[src/rtl/loader_pkg.sv]
// rtl/loader_pkg.sv - shared state encoding and word-packing constants for program_loader
package loader_pkg;

    localparam int BYTES_PER_WORD = 4;
    localparam int LANE_W         = $clog2(BYTES_PER_WORD);

    typedef enum logic [2:0] {
        ST_IDLE,
        ST_CLEAR,
        ST_LOAD,
        ST_WRITE,
        ST_CHECK,
        ST_RUN,
        ST_ERROR
    } state_t;

endpackage

[src/rtl/word_packer.sv]
// rtl/word_packer.sv - lane counter and little-endian assembly of bytes into a 32-bit word
module word_packer
    import loader_pkg::*;
(
    input  logic        clk,
    input  logic        rst_n,
    input  logic        clear,
    input  logic        byte_strobe,
    input  logic [7:0]  byte_data,
    output logic        word_full,
    output logic [31:0] word
);

    logic [LANE_W-1:0] lane;

    assign word_full = byte_strobe && (lane == LANE_W'(BYTES_PER_WORD - 1));

    always_ff @(posedge clk or negedge rst_n) begin
        if (!rst_n) begin
            lane <= '0;
            word <= '0;
        end else if (clear) begin
            lane <= '0;
            word <= '0;
        end else if (byte_strobe) begin
            lane <= lane + 1'b1;
            // Lane 0 starts a fresh word so stale bytes never leak into the next one.
            if (lane == '0)
                word <= {24'h0, byte_data};
            else
                word <= word | ({24'h0, byte_data} << {lane, 3'b000});
        end
    end

endmodule

[src/rtl/program_loader.sv]
// rtl/program_loader.sv - boot loader FSM feeding instruction memory; LOADER_CHECKSUM_EN adds a trailing XOR check byte
module program_loader
    import loader_pkg::*;
#(
    parameter int PC_SIZE        = 10,
    parameter int TIMEOUT_CYCLES = 1024
) (
    input  logic               clk,
    input  logic               rst_n,
    input  logic               start,
    input  logic [PC_SIZE-1:0] word_count,
    input  logic               byte_valid,
    input  logic [7:0]         byte_data,
    output logic               byte_ready,
    output logic               imem_clear,
    output logic               imem_we,
    output logic [PC_SIZE-1:0] imem_addr,
    output logic [31:0]        imem_data,
    output logic               core_hold,
    output logic               busy,
    output logic               error
);

    state_t             state, state_nxt;
    logic [PC_SIZE-1:0] wc_q;
    logic [31:0]        tcnt;
    logic               accept, word_full, timeout_hit, start_go;
`ifdef LOADER_CHECKSUM_EN
    logic [7:0]         csum;
`endif

    assign accept      = byte_valid && byte_ready;
    assign timeout_hit = (TIMEOUT_CYCLES != 0) && !accept && (tcnt == 32'(TIMEOUT_CYCLES - 1));
    // CLEAR lasts one cycle and never follows itself, so this marks an accepted start.
    assign start_go    = (state_nxt == ST_CLEAR);

    word_packer u_packer (
        .clk         (clk),
        .rst_n       (rst_n),
        .clear       (start_go),
        .byte_strobe (accept && (state == ST_LOAD)),
        .byte_data   (byte_data),
        .word_full   (word_full),
        .word        (imem_data)
    );

    always_comb begin
        state_nxt = state;
        case (state)
            ST_IDLE, ST_RUN, ST_ERROR: if (start) state_nxt = ST_CLEAR;
            ST_CLEAR: begin
                if (wc_q != '0)
                    state_nxt = ST_LOAD;
                else
`ifdef LOADER_CHECKSUM_EN
                    state_nxt = ST_CHECK;
`else
                    state_nxt = ST_RUN;
`endif
            end
            ST_LOAD: begin
                if (word_full)        state_nxt = ST_WRITE;
                else if (timeout_hit) state_nxt = ST_ERROR;
            end
            ST_WRITE: begin
                if (imem_addr == wc_q - 1'b1)
`ifdef LOADER_CHECKSUM_EN
                    state_nxt = ST_CHECK;
`else
                    state_nxt = ST_RUN;
`endif
                else
                    state_nxt = ST_LOAD;
            end
`ifdef LOADER_CHECKSUM_EN
            ST_CHECK: begin
                if (accept)           state_nxt = (byte_data == csum) ? ST_RUN : ST_ERROR;
                else if (timeout_hit) state_nxt = ST_ERROR;
            end
`endif
            default: state_nxt = ST_IDLE;
        endcase
    end

    // Outputs are decoded from the next state so they are registered yet aligned with it.
    always_ff @(posedge clk or negedge rst_n) begin
        if (!rst_n) begin
            state      <= ST_IDLE;
            byte_ready <= 1'b0;
            imem_clear <= 1'b0;
            imem_we    <= 1'b0;
            core_hold  <= 1'b1;
            busy       <= 1'b0;
            error      <= 1'b0;
            imem_addr  <= '0;
            wc_q       <= '0;
            tcnt       <= '0;
`ifdef LOADER_CHECKSUM_EN
            csum       <= '0;
`endif
        end else begin
            state      <= state_nxt;
            byte_ready <= (state_nxt == ST_LOAD) || (state_nxt == ST_CHECK);
            imem_clear <= (state_nxt == ST_CLEAR);
            imem_we    <= (state_nxt == ST_WRITE);
            core_hold  <= (state_nxt != ST_RUN);
            busy       <= (state_nxt == ST_CLEAR) || (state_nxt == ST_LOAD) ||
                          (state_nxt == ST_WRITE) || (state_nxt == ST_CHECK);
            error      <= (state_nxt == ST_ERROR);
            if (start_go) begin
                wc_q      <= word_count;
                imem_addr <= '0;
                tcnt      <= '0;
`ifdef LOADER_CHECKSUM_EN
                csum      <= '0;
`endif
            end else begin
                if (state == ST_WRITE)
                    imem_addr <= imem_addr + 1'b1;
                if ((state == ST_LOAD) || (state == ST_CHECK))
                    tcnt <= accept ? 32'd0 : tcnt + 32'd1;
`ifdef LOADER_CHECKSUM_EN
                if (accept && (state == ST_LOAD))
                    csum <= csum ^ byte_data;
`endif
            end
        end
    end

endmodule
[config.mk]
export PLATFORM = sky130hd
export DESIGN_NAME = program_loader
export DESIGN_NICKNAME = d
export VERILOG_FILES = /design/src/rtl/loader_pkg.sv /design/src/rtl/word_packer.sv /design/src/rtl/program_loader.sv
export SDC_FILE = /design/constraint.sdc
export NUM_CORES = 1
export LEC_CHECK = 0
export CORE_MARGIN = 10
export CORE_UTILIZATION = 60
export DETAILED_ROUTE_END_ITERATION = 10
export DONT_BUFFER_PORTS = 1
export PLACE_DENSITY = 0.76
export SLEW_MARGIN = 20
export SYNTH_ARGS = -nofsm -noshare
export SYNTH_HDL_FRONTEND = slang
export SYNTH_SLANG_ARGS = --single-unit
[constraint.sdc]
create_clock -name clk -period 2.5 [get_ports clk]
set_input_delay 0.375 -clock clk [delete_from_list [all_inputs] [get_ports clk]]
set_output_delay 0.375 -clock clk [all_outputs]
set_load 0.05 [all_outputs]
==> results <==
- The run finished, with violations left.
- The checks that failed: negative hold slack.
- The count of unique library cells instantiated by Yosys is 55.
- The peak per-stage delay on the critical path is 0.45 ns.
- The final-report hold violation count came to 95.
- The initial utilization of the core area, before any placement, comes to 0.6104.
- The maximum operating frequency is 442.9 MHz.
- The clock sink total is 95.
- The switching part of the total power is 0.4852.
- After detailed placement, the total cell area comes to 0.004805 mm².
- The setup violation total in the final timing report is 0.
- Entering global routing, the biggest net connects 96 pins.
- STA classifies the critical path startpoint as a flop.
- The number of buffer and inverter instances along the worst setup path is 2.
- Before antenna repair, the detailed router went through 4 iterations.
- In this run, synthesis inferred 0 flip-flops with an integrated enable.
- The netlist area before placement is 0.004643 mm².
- The fraction of final layout cells sized beyond drive strength 1 is 0.1311.
- Of the post-synthesis cell area, the dominant cell type holds 0.5066.
- The number of cells in the finished layout apart from fillers is 576.
- The initial DRC count is 167.
- In the final routing, the length of wire on met1 measures 4228 µm.
- The internal portion of the total power is 0.002833 W.
- The number of global-route vias before repair was 3418.
- Counting every instance in the synthesized netlist gives 460.
- The via total after detailed routing is 3396.
- A synthesized cell averages 10.09 µm².
- The share of power burned in the clock network is 0.183.
- The number of antenna violations at the first check in global routing is 1.
- The first global-routing pass estimated 17110 µm of wire.
- The reg-to-reg critical path startpoint is wc_q[0]$_DFFE_PN0N_.
- By area the synthesized netlist is led by dfrtp_1, nor2_1, xor2_1, a21oi_1, xnor2_1.
- Among all stages on the critical path, the largest delay is contributed by dfrtp_1.
- The clock edge transition at the registers on the reported setup and hold paths is 0.11 ns.
- Counting every net in the synthesized netlist gives 487.
- The sequential-to-total area share from yosys stat is 0.5123.
- The cell taking the most area after synthesis is dfrtp_1.
- The ratio of total power to cell area is 1098 mW/mm².
- The vertical die dimension is 108.0 µm.
- In this run the worst hold path is classified as in -> async.
- The arrival time at the worst endpoint is 2.52 ns.
- The top flip-flop cell by instance count after synthesis is dfrtp_1.
- The largest driver fanout on the critical path is 6.
- The remaining design rule violation count is 0.
- The critical path goes through inv_1 > ha_1 > nor3b_2 > buf_4 > xor2_1 > or4_1 > nand3_2 > nand4_2 > and3_1.
- At the pin with the least slew margin, the transition time is 0.6324 ns.
- The total of max-cap violations is 0.
- The net switching power of the design is 0.002670 W.
- The share of power burned in registers is 0.560.
- After clock tree synthesis, the repair step resized 0 gates.
- The clock root buffer is clkbuf_8.
- Counting along the longest clock path gives a buffer depth of 2.
- Of the available clock period, the critical path in the final layout requires 0.9032.
- Counting I/O delays and the setup requirement, the final critical path takes 2.258 ns.
- The combinational share of power is 0.257.
- In the final timing run, aggregate negative setup slack is 0 ns.
- During synthesis, Yosys emitted a total of 0 warnings.
- The post-CTS setup buffer count is 0.
- The critical path in this run is classified as reg -> reg.
- The horizontal die dimension is 108.0 µm.
- The placer's final routability congestion estimate is 0.8567.
- The number of placed instances, taps included is 559.
- The element type at the critical path end is a flop.
- The flip-flop and latch area is 0.002379 mm².
- The remaining antenna violation count after routing is 0.
- The layout overhead on the synthesized area is 7.976%.
- The leakage dissipation is 2.254 nW.
- The detail-routed via count per cell is 5.896.
- In the final routed layout, each cell accounts on average for 17.66 µm.
- The highest layer touched by signal routing is met4.
- TritonCTS built the clock tree.
- The layout net count is 495.
- The critical path's top delay family is simple AND/OR/NAND/NOR gates.
- The H-tree depth reported by CTS is 3.
- Global routing finished with a remaining overflow of 0.
- The number of filler instances in the final layout is 637.
- The data required time at the worst endpoint is 2.76 ns.
- The most critical setup path has its startpoint at wc_q[0]$_DFFE_PN0N_.
- On the final layout, the worst hold slack is -0.3253 ns.
- The sum of routed wire length over all layers is 10170 µm.
- The clock arrives with 0.02113 ns of skew.
- Counting flops and latches in the post-synthesis netlist gives 95.
- The max-slew headroom at the worst pin is 0.5773.
- The half-perimeter wire length after placement is 7301 µm.
- The number of buffers created by CTS is 9.
- The share of synthesized flip-flops with an asynchronous set or reset is 1.000.
- The area of the placeable core is 0.007607 mm².
- In the final layout, the multi-input gates occupy 0.002133 mm².
- VDD sags by at most 881.2 µV.
- The number of I/O port buffers is 0.
- Pin placement for this block handled 70 I/O pins.
- The clock reaches the later pin of the worst-skew pair after 0.38 ns.
- The number of placement rows is 32.
- After detailed routing, the met2 layer carries 4983 µm of wire.
- The met3 wirelength from detailed routing is 711 µm.
- The all-layer global routing usage is 0.1809.
- The final max-slew violation count is 0.
- The design draws 0.005503 W.
- The final cell area excluding filler cells is 0.005014 mm².
- Setup repair after global routing left no endpoint under its margin.
- The die covers 0.01166 mm².
## cell usage after synthesis (all sizes together), types with 2 or more instances
cell / number
and2: 3
ha: 5
buf: 13
nor2: 85
dfrtp: 94
xnor2: 17
a22oi: 8
nor3b: 3
xor2: 35
nand3: 12
nand2b: 5
mux2i: 4
o21a: 2
a211o: 2
nand2: 24
nor3: 8
or3: 2
o21ai: 11
nor2b: 2
and3: 13
nor4: 11
nand4: 19
a21oi: 35
or4: 3
and4: 6
clkbuf: 10
mux2: 9
inv: 6
## power groups by stage
stage	registers [W]	logic [W]	clock network, W
after floorplan	0.00318	0.000957	0
after global placement	0.00311	0.00135	0
after detailed placement	0.00312	0.00141	0
after CTS	0.00309	0.00141	0.00103
after global routing	0.00314	0.00159	0.00109
final	0.00308	0.00141	0.00101
## cells in the final DEF (no fill, tap or decap), types with 3 or more instances in the layout
master     n
dfrtp_1   94
nor2_1    84
xor2_1    35
a21oi_1   35
nand2_1   23
buf_4     20
nand4_1   18
xnor2_1   17
and3_1    13
nand3_1   11
o21ai_0   10
mux2_2     9
clkbuf_8   9
nor4_1     8
a22oi_1    8
inv_1      6
and4_1     6
nor3_1     5
ha_1       5
mux2i_1    4
nand2b_1   4
and2_1     3
nor3_2     3
inv_8      3
## final timing paths
kind / end / cells after the start / slack [ns]
worst max-delay path: byte_ready$_DFF_PN0_ / 9 / 0.24
worst min-delay path: u_packer.word[28]$_DFFE_PN0P_ / 0 / -0.33
worst max register to register: byte_ready$_DFF_PN0_ / 9 / 0.24
worst min register to register: tcnt[31]$_DFFE_PN0P_ / 2 / 0.56
max in group asynchronous: core_hold$_DFF_PN1_ / 0 / 2.64
min in group clk: wc_q[1]$_DFFE_PN0N_ / 2 / 0.12
## metal layers
metal  GRT usage  up-vias
li1            -     1605
met1      0.2237     1670
met2      0.2819       98
met3     0.05830       23
met4     0.08588        0
met5           0        -
## area by class of cell
type	count	share of cell area
antenna	1	0.0004991
clock buffer	9	0.02471
clock inverter	7	0.01497
inverter	6	0.004492
multi-input combinational	336	0.4255
sequential	95	0.4744
tap	102	0.02546
timing repair buffer	20	0.02995
## metrics by stage
step	worst slack (ns)	utilization
6_report	0.2419	0.6590
5_1_grt	0.1414	0.6590
4_1_cts	0.2252	0.6577
3_5_place_dp	0.2455	0.6316
3_3_place_gp	0.3373	0.6316
2_1_floorplan	0.4066	-
## cell families after synthesis
group | Yosys count | synth area share
multiplexers | 13 | 0.03045
AND/OR/NAND/NOR | 201 | 0.2336
AO/OA/AOI/OAI | 65 | 0.08219
adder cells (fa/ha/maj) | 5 | 0.01347
flip-flops | 95 | 0.5123
buffers and inverters | 29 | 0.02991
XOR/XNOR | 52 | 0.09809
## flip-flops by register name, indices dropped and copies added (netlist names)
register,count
error,1
u_packer.lane,2
byte_ready,1
u_packer.word,32
busy,1
tcnt,32
imem_we,1
imem_addr,10
state,3
wc_q,10
core_hold,1
imem_clear,1
No activity file was read; power rests on OpenSTA's default activity.
==> patch 1: new RTL, config.mk and constraints unchanged <==
Make the reset (`rst_n`) synchronous in 2 clocked blocks.
--- a/src/rtl/word_packer.sv
+++ b/src/rtl/word_packer.sv
@@ -15,7 +15,7 @@
 
     assign word_full = byte_strobe && (lane == LANE_W'(BYTES_PER_WORD - 1));
 
-    always_ff @(posedge clk or negedge rst_n) begin
+    always_ff @(posedge clk) begin
         if (!rst_n) begin
             lane <= '0;
             word <= '0;
--- a/src/rtl/program_loader.sv
+++ b/src/rtl/program_loader.sv
@@ -83,7 +83,7 @@
     end
 
     // Outputs are decoded from the next state so they are registered yet aligned with it.
-    always_ff @(posedge clk or negedge rst_n) begin
+    always_ff @(posedge clk) begin
         if (!rst_n) begin
             state      <= ST_IDLE;
             byte_ready <= 1'b0;
Function: differs if rst_n is asserted again (counterexample within 4 cycles, from zero or initial values and one cycle with rst_n low); with rst_n held inactive, the same outputs for 10 cycles.
==> patch 1 against the original RTL <==
  * Cell area decreased by 8.6%
  * Global-route usage fell by 0.55 points
  * Synthesized area is 9.5% lower
  * Sequential power fell by 45%
  * Total power shrank 37%
  * Sequential cell count did not move
  * Synthesized cell count rose by 5.4%
  * Largest power group unchanged
  * Wire length fell by 2.4%
  * Clock skew decreased by 0.0022 ns
  * Critical endpoint is now tcnt[16]$_SDFFE_PP0P_
  * Worst setup slack got worse by 0.082 ns
  * Sequential share of layout area fell by 5.9 points
==> patch 1: results (changes against the original RTL) <==
[yosys]
ys_dominant_reg_cell = dfxtp_1
syn-num-nets = 512  ; +5.1%
synth-warning-count = 0  ; unchanged
synth_common_cells = dfxtp_1, nor2_1, a21oi_1
sequential_to_total_area_share_from_yosys_stat = 0.453  ; -0.0596
post_synth_num_cell_types = 51  ; -7.3%
synth-async-reset-ratio = 0  ; -1.00
synthTopCellsByArea = dfxtp_1, nor2_1, xor2_1, xnor2_1, a21oi_1
post-synth-top-area-cell = dfxtp_1

[min_path]
min_path_type = in2reg

[cts]
clockRootBuffer = clkbuf_8
htreeDepth = 3  ; unchanged
clk-insertion-delay-late_ns = 0.38  ; about the same
cts_post_setup_buffers_inserted = 0  ; unchanged
cts_made_buffers = 9  ; unchanged
cts.repair.resized = 0  ; unchanged
clk_transition_reported_paths_ns = 0.11  ; about the same
cts.path.max_buffers = 2  ; unchanged

[detailed_routing]
dr.first_iter.drc_count = 200  ; +20%
finalWirelength_um = 9930  ; -2.4%
vias_per_inst = 5.71  ; -3.2%
detail_route.first_pass.iterations = 5  ; +1

[finish]
post_route_cells_drive_above_1_share = 0.116  ; -0.0153
antenna_fix_cells = 0  ; -1
layout_fillers = 564  ; -11%
largest_registers = tcnt x32, u_packer.word x32
nets = 523  ; +5.7%

[placed_design]
postPlaceCellArea_um2 = 4340  ; -9.7%
port_buffers = 0  ; unchanged
final_wtd_congestion = 0.861  ; +0.48%
hpwl_um = 6980  ; -4.4%

[global_route]
grt_max_degree = 29  ; -70%
grt_usage = 0.175  ; -0.00550
first_global_vias = 3276  ; -4.2%
first_pass_grt_wire_length_um = 15900  ; -7.1%
antenna_violations_before_repair = 0  ; -1

[power]
vdd.ir_drop.worst_mv = 0.488  ; -45%
combinational_power_mw = 0.746  ; -47%
power_report.internal_total_mw = 2.26  ; -20%
power_leakage_nw = 1.66  ; -26%
pwr-share-seq = 0.491  ; -0.069

[sta]
maxSlewHeadroom = 0.625  ; +0.0476
final.setup_skew_ns = 0.0189  ; -0.00219 ns

[worst_setup_path]
crit_path_max_incr_delay_ns = 0.56  ; +0.11 ns
cell_family_with_most_cp_delay = simple AND/OR/NAND/NOR gates
cp_max_fo = 14  ; +8
critical_path.slowest_cell = or4_4
critPathArrivalTime_ns = 2.66  ; +0.14 ns

[run_status]
status = completed

[patch 1: logic make-up after synthesis]
group,Yosys count,share of synthesized area
buffers and inverters,31,0.0390
adder cells (fa/ha/maj),5,0.0149
flip-flops,95,0.453
multiplexers,2,0.00476
XOR/XNOR,50,0.104
AO/OA/AOI/OAI,78,0.114
AND/OR/NAND/NOR,224,0.270
[patch 1: metrics by stage]
stage / total power [mW] / util / hold WS [ns] / setup slack (ns) / cells
5_1_grt: 3.62 / 0.674 / 0.0675 / 0.00750 / 597
4_1_cts: 3.43 / 0.669 / 0.0697 / 0.0328 / 595
2_1_floorplan: 2.32 / - / 0.446 / 0.142 / 485
6_report: 3.47 / 0.674 / 0.0823 / 0.160 / 597
3_5_place_dp: 2.43 / 0.638 / 0.463 / 0.0701 / 579
3_3_place_gp: 2.41 / 0.638 / 0.460 / 0.195 / 579
[patch 1: path summary, 6_finish.rpt]
path	from	to	slack, ns	cells after the start
setup / recovery	tcnt[0]$_SDFFE_PP0P_	tcnt[16]$_SDFFE_PP0P_	0.16	7
hold / removal	rst_n	core_hold$_SDFF_PN1_	0.08	1
setup reg to reg	tcnt[0]$_SDFFE_PP0P_	tcnt[16]$_SDFFE_PP0P_	0.16	7
hold reg to reg	tcnt[1]$_SDFFE_PP0P_	tcnt[1]$_SDFFE_PP0P_	0.49	2
[patch 1: metal layers]
metal,routed length (um),share of wire,vias up,global-route usage
li1,-,-,1701,-
met1,4270,0.43,1605,0.210
met2,4800,0.48,90,0.282
met3,744,0.075,11,0.0706
met4,106,0.011,0,0.0537
met5,0,0,-,0
[patch 1: area by class of cell]
type | count | area share
clock inverters | 7 | 0.0177
clock buffers | 9 | 0.0270
repair buffers | 19 | 0.0311
multi-input cells | 361 | 0.475
inverters | 10 | 0.00819
flip-flops and latches | 95 | 0.415
well taps | 96 | 0.0262
==> patch 2: new RTL, same flow settings <==
Without the edit above. The option `LOADER_CHECKSUM_EN` is turned on by a define.
--- a/src/rtl/program_loader.sv
+++ b/src/rtl/program_loader.sv
@@ -1,4 +1,6 @@
 // rtl/program_loader.sv - boot loader FSM feeding instruction memory; LOADER_CHECKSUM_EN adds a trailing XOR check byte
+`define LOADER_CHECKSUM_EN
+
 module program_loader
     import loader_pkg::*;
 #(
Formal check against the unedited RTL: not equivalent (Yosys sat finds a counterexample within 4 cycles, from zero or initial values and one cycle with rst_n low).
==> patch 2 against the original RTL <==
  * The run ends with negative hold slack, negative setup slack left
  * Fmax down 9.9%
  * Cell area rose by 19%
  * Highest routed layer unchanged
  * Wire length grew 33%
  * Sequential cell count is 8 higher
  * Non-clock buffer count grew 28
  * Final cell count grew 24%
  * Worst setup slack got worse by 0.25 ns
  * Total power grew 18%
  * Synthesized area is 14% higher
==> patch 2: results (changes against the original RTL) <==
[run_status]
status = complete, but fails checks
violated_checks = negative hold slack, negative setup slack

[sta]
report.final.hold_viol_count = 103  ; +8.4%
max_slew.worst_pin.slew_ns = 0.618  ; -0.0139 ns
whs_ns = -0.328  ; -0.00256 ns
layout_setup_ws_ns = -0.00754  ; -0.249 ns
final.setup_skew_ns = 0.0118  ; -0.00935 ns
finalSetupViolCount = 2  ; +2
fin_setup_tns_ns = -0.0147  ; -0.0147 ns

[yosys]
synthTopCellsByArea = dfrtp_1, a21oi_1, nor2_1, xor2_1, nand2_1
sequential_to_total_area_share_from_yosys_stat = 0.486  ; -0.0267
syn-instance-count = 576  ; +25%
synth-async-reset-ratio = 1.00  ; unchanged
syn-num-nets = 603  ; +24%
synth_common_cells = dfrtp_1, nor2_1, a21oi_1

[global_route]
globalRouteMet2Util = 0.326  ; +0.0446
grt_use_met1 = 0.266  ; +0.0419
first_pass_grt_wire_length_um = 22100  ; +29%
routing_usage_on_met3 = 0.0487  ; -0.00956
first_global_vias = 4186  ; +22%
grt_max_degree = 104  ; +8.3%
grt_usage = 0.205  ; +0.0242

[worst_setup_path]
cp_max_fo = 7  ; +1

[detailed_routing]
dr.first_iter.drc_count = 370  ; +120%
vias_per_inst = 6.17  ; +4.7%
met3RoutedLength_um = 837  ; +18%
m1WireLength_um = 5680  ; +34%
wl_met2_um = 6710  ; +35%
detail_route.first_pass.iterations = 5  ; +1

[finish]
footprint_of_the_multi_input_gates_um2 = 2620  ; +23%
post_route_cells_drive_above_1_share = 0.144  ; +0.0125
nets = 628  ; +27%
layout_fillers = 677  ; +6.3%
post_layout_cell_count = 716  ; +24%

[placed_design]
placedCellCount = 695  ; +24%
hpwl_um = 9250  ; +27%
dp_slack_ns = -0.0220  ; -0.267 ns
postPlaceCellArea_um2 = 5680  ; +18%

[cts]
cts_post_setup_buffers_inserted = 2  ; +2
cts.repair.resized = 3  ; +3

[power]
power_leakage_nw = 2.64  ; +17%
vdd.ir_drop.worst_mv = 0.595  ; -32%

[patch 2: cell count changes in the layout (fill, tap and decap cells not counted), sizes merged, moves of 8 or more]
cell	before	now
buf	20	48
nand4	19	8
nor2	85	72
xor2	35	27
o21ai	11	36
a31oi	1	10
nand2	24	52
o22ai	0	8
a21oi	35	68
dfrtp	94	102
[patch 2: worst paths after layout]
| path | to | start |
|---|---|---|
| hold / removal | tcnt[3]$_DFFE_PN0P_ | rst_n |
| setup / recovery | wc_q[8]$_DFFE_PN0N_ | wc_q[0]$_DFFE_PN0N_ |
| setup reg to reg | wc_q[8]$_DFFE_PN0N_ | wc_q[0]$_DFFE_PN0N_ |
| min in group clk | wc_q[4]$_DFFE_PN0N_ | word_count[4] |
| hold reg to reg | tcnt[7]$_DFFE_PN0P_ | tcnt[7]$_DFFE_PN0P_ |
| max in group asynchronous | core_hold$_DFF_PN1_ | rst_n |
[patch 2: worst max-delay path: stages, from the launching register on]
cell and delay, ns:
dfrtp_1 0.40, inv_1 0.06, ha_2 0.17, or3b_4 0.40, nor4_4 0.19, o32ai_2 0.12
a41o_2 0.29, nor3_4 0.25, buf_6 0.19, mux2_1 0.32
[patch 2: cell type report]
cell class,count,share of cell area
antenna,2,0.000839
clock buffer,9,0.0208
clock inverter,7,0.0109
inverter,8,0.00504
multi-input combinational,431,0.439
sequential,103,0.433
tap,108,0.0227
timing repair buffer,48,0.0680
[patch 2: cells by family after synthesis]
logic type	Yosys count	share of synthesized area
compound gates	143	0.154
xor+xnor	43	0.0709
fa+ha+maj	5	0.0118
buf+inv	42	0.0358
flops	103	0.486
mux	12	0.0250
simple gates	228	0.217
[patch 2: power breakdown]
part / switching [mW] / internal (mW) / total, mW
clock: 0.643 / 0.383 / 1.03
combinational: 1.39 / 1.05 / 2.44
sequential: 0.967 / 2.04 / 3.01
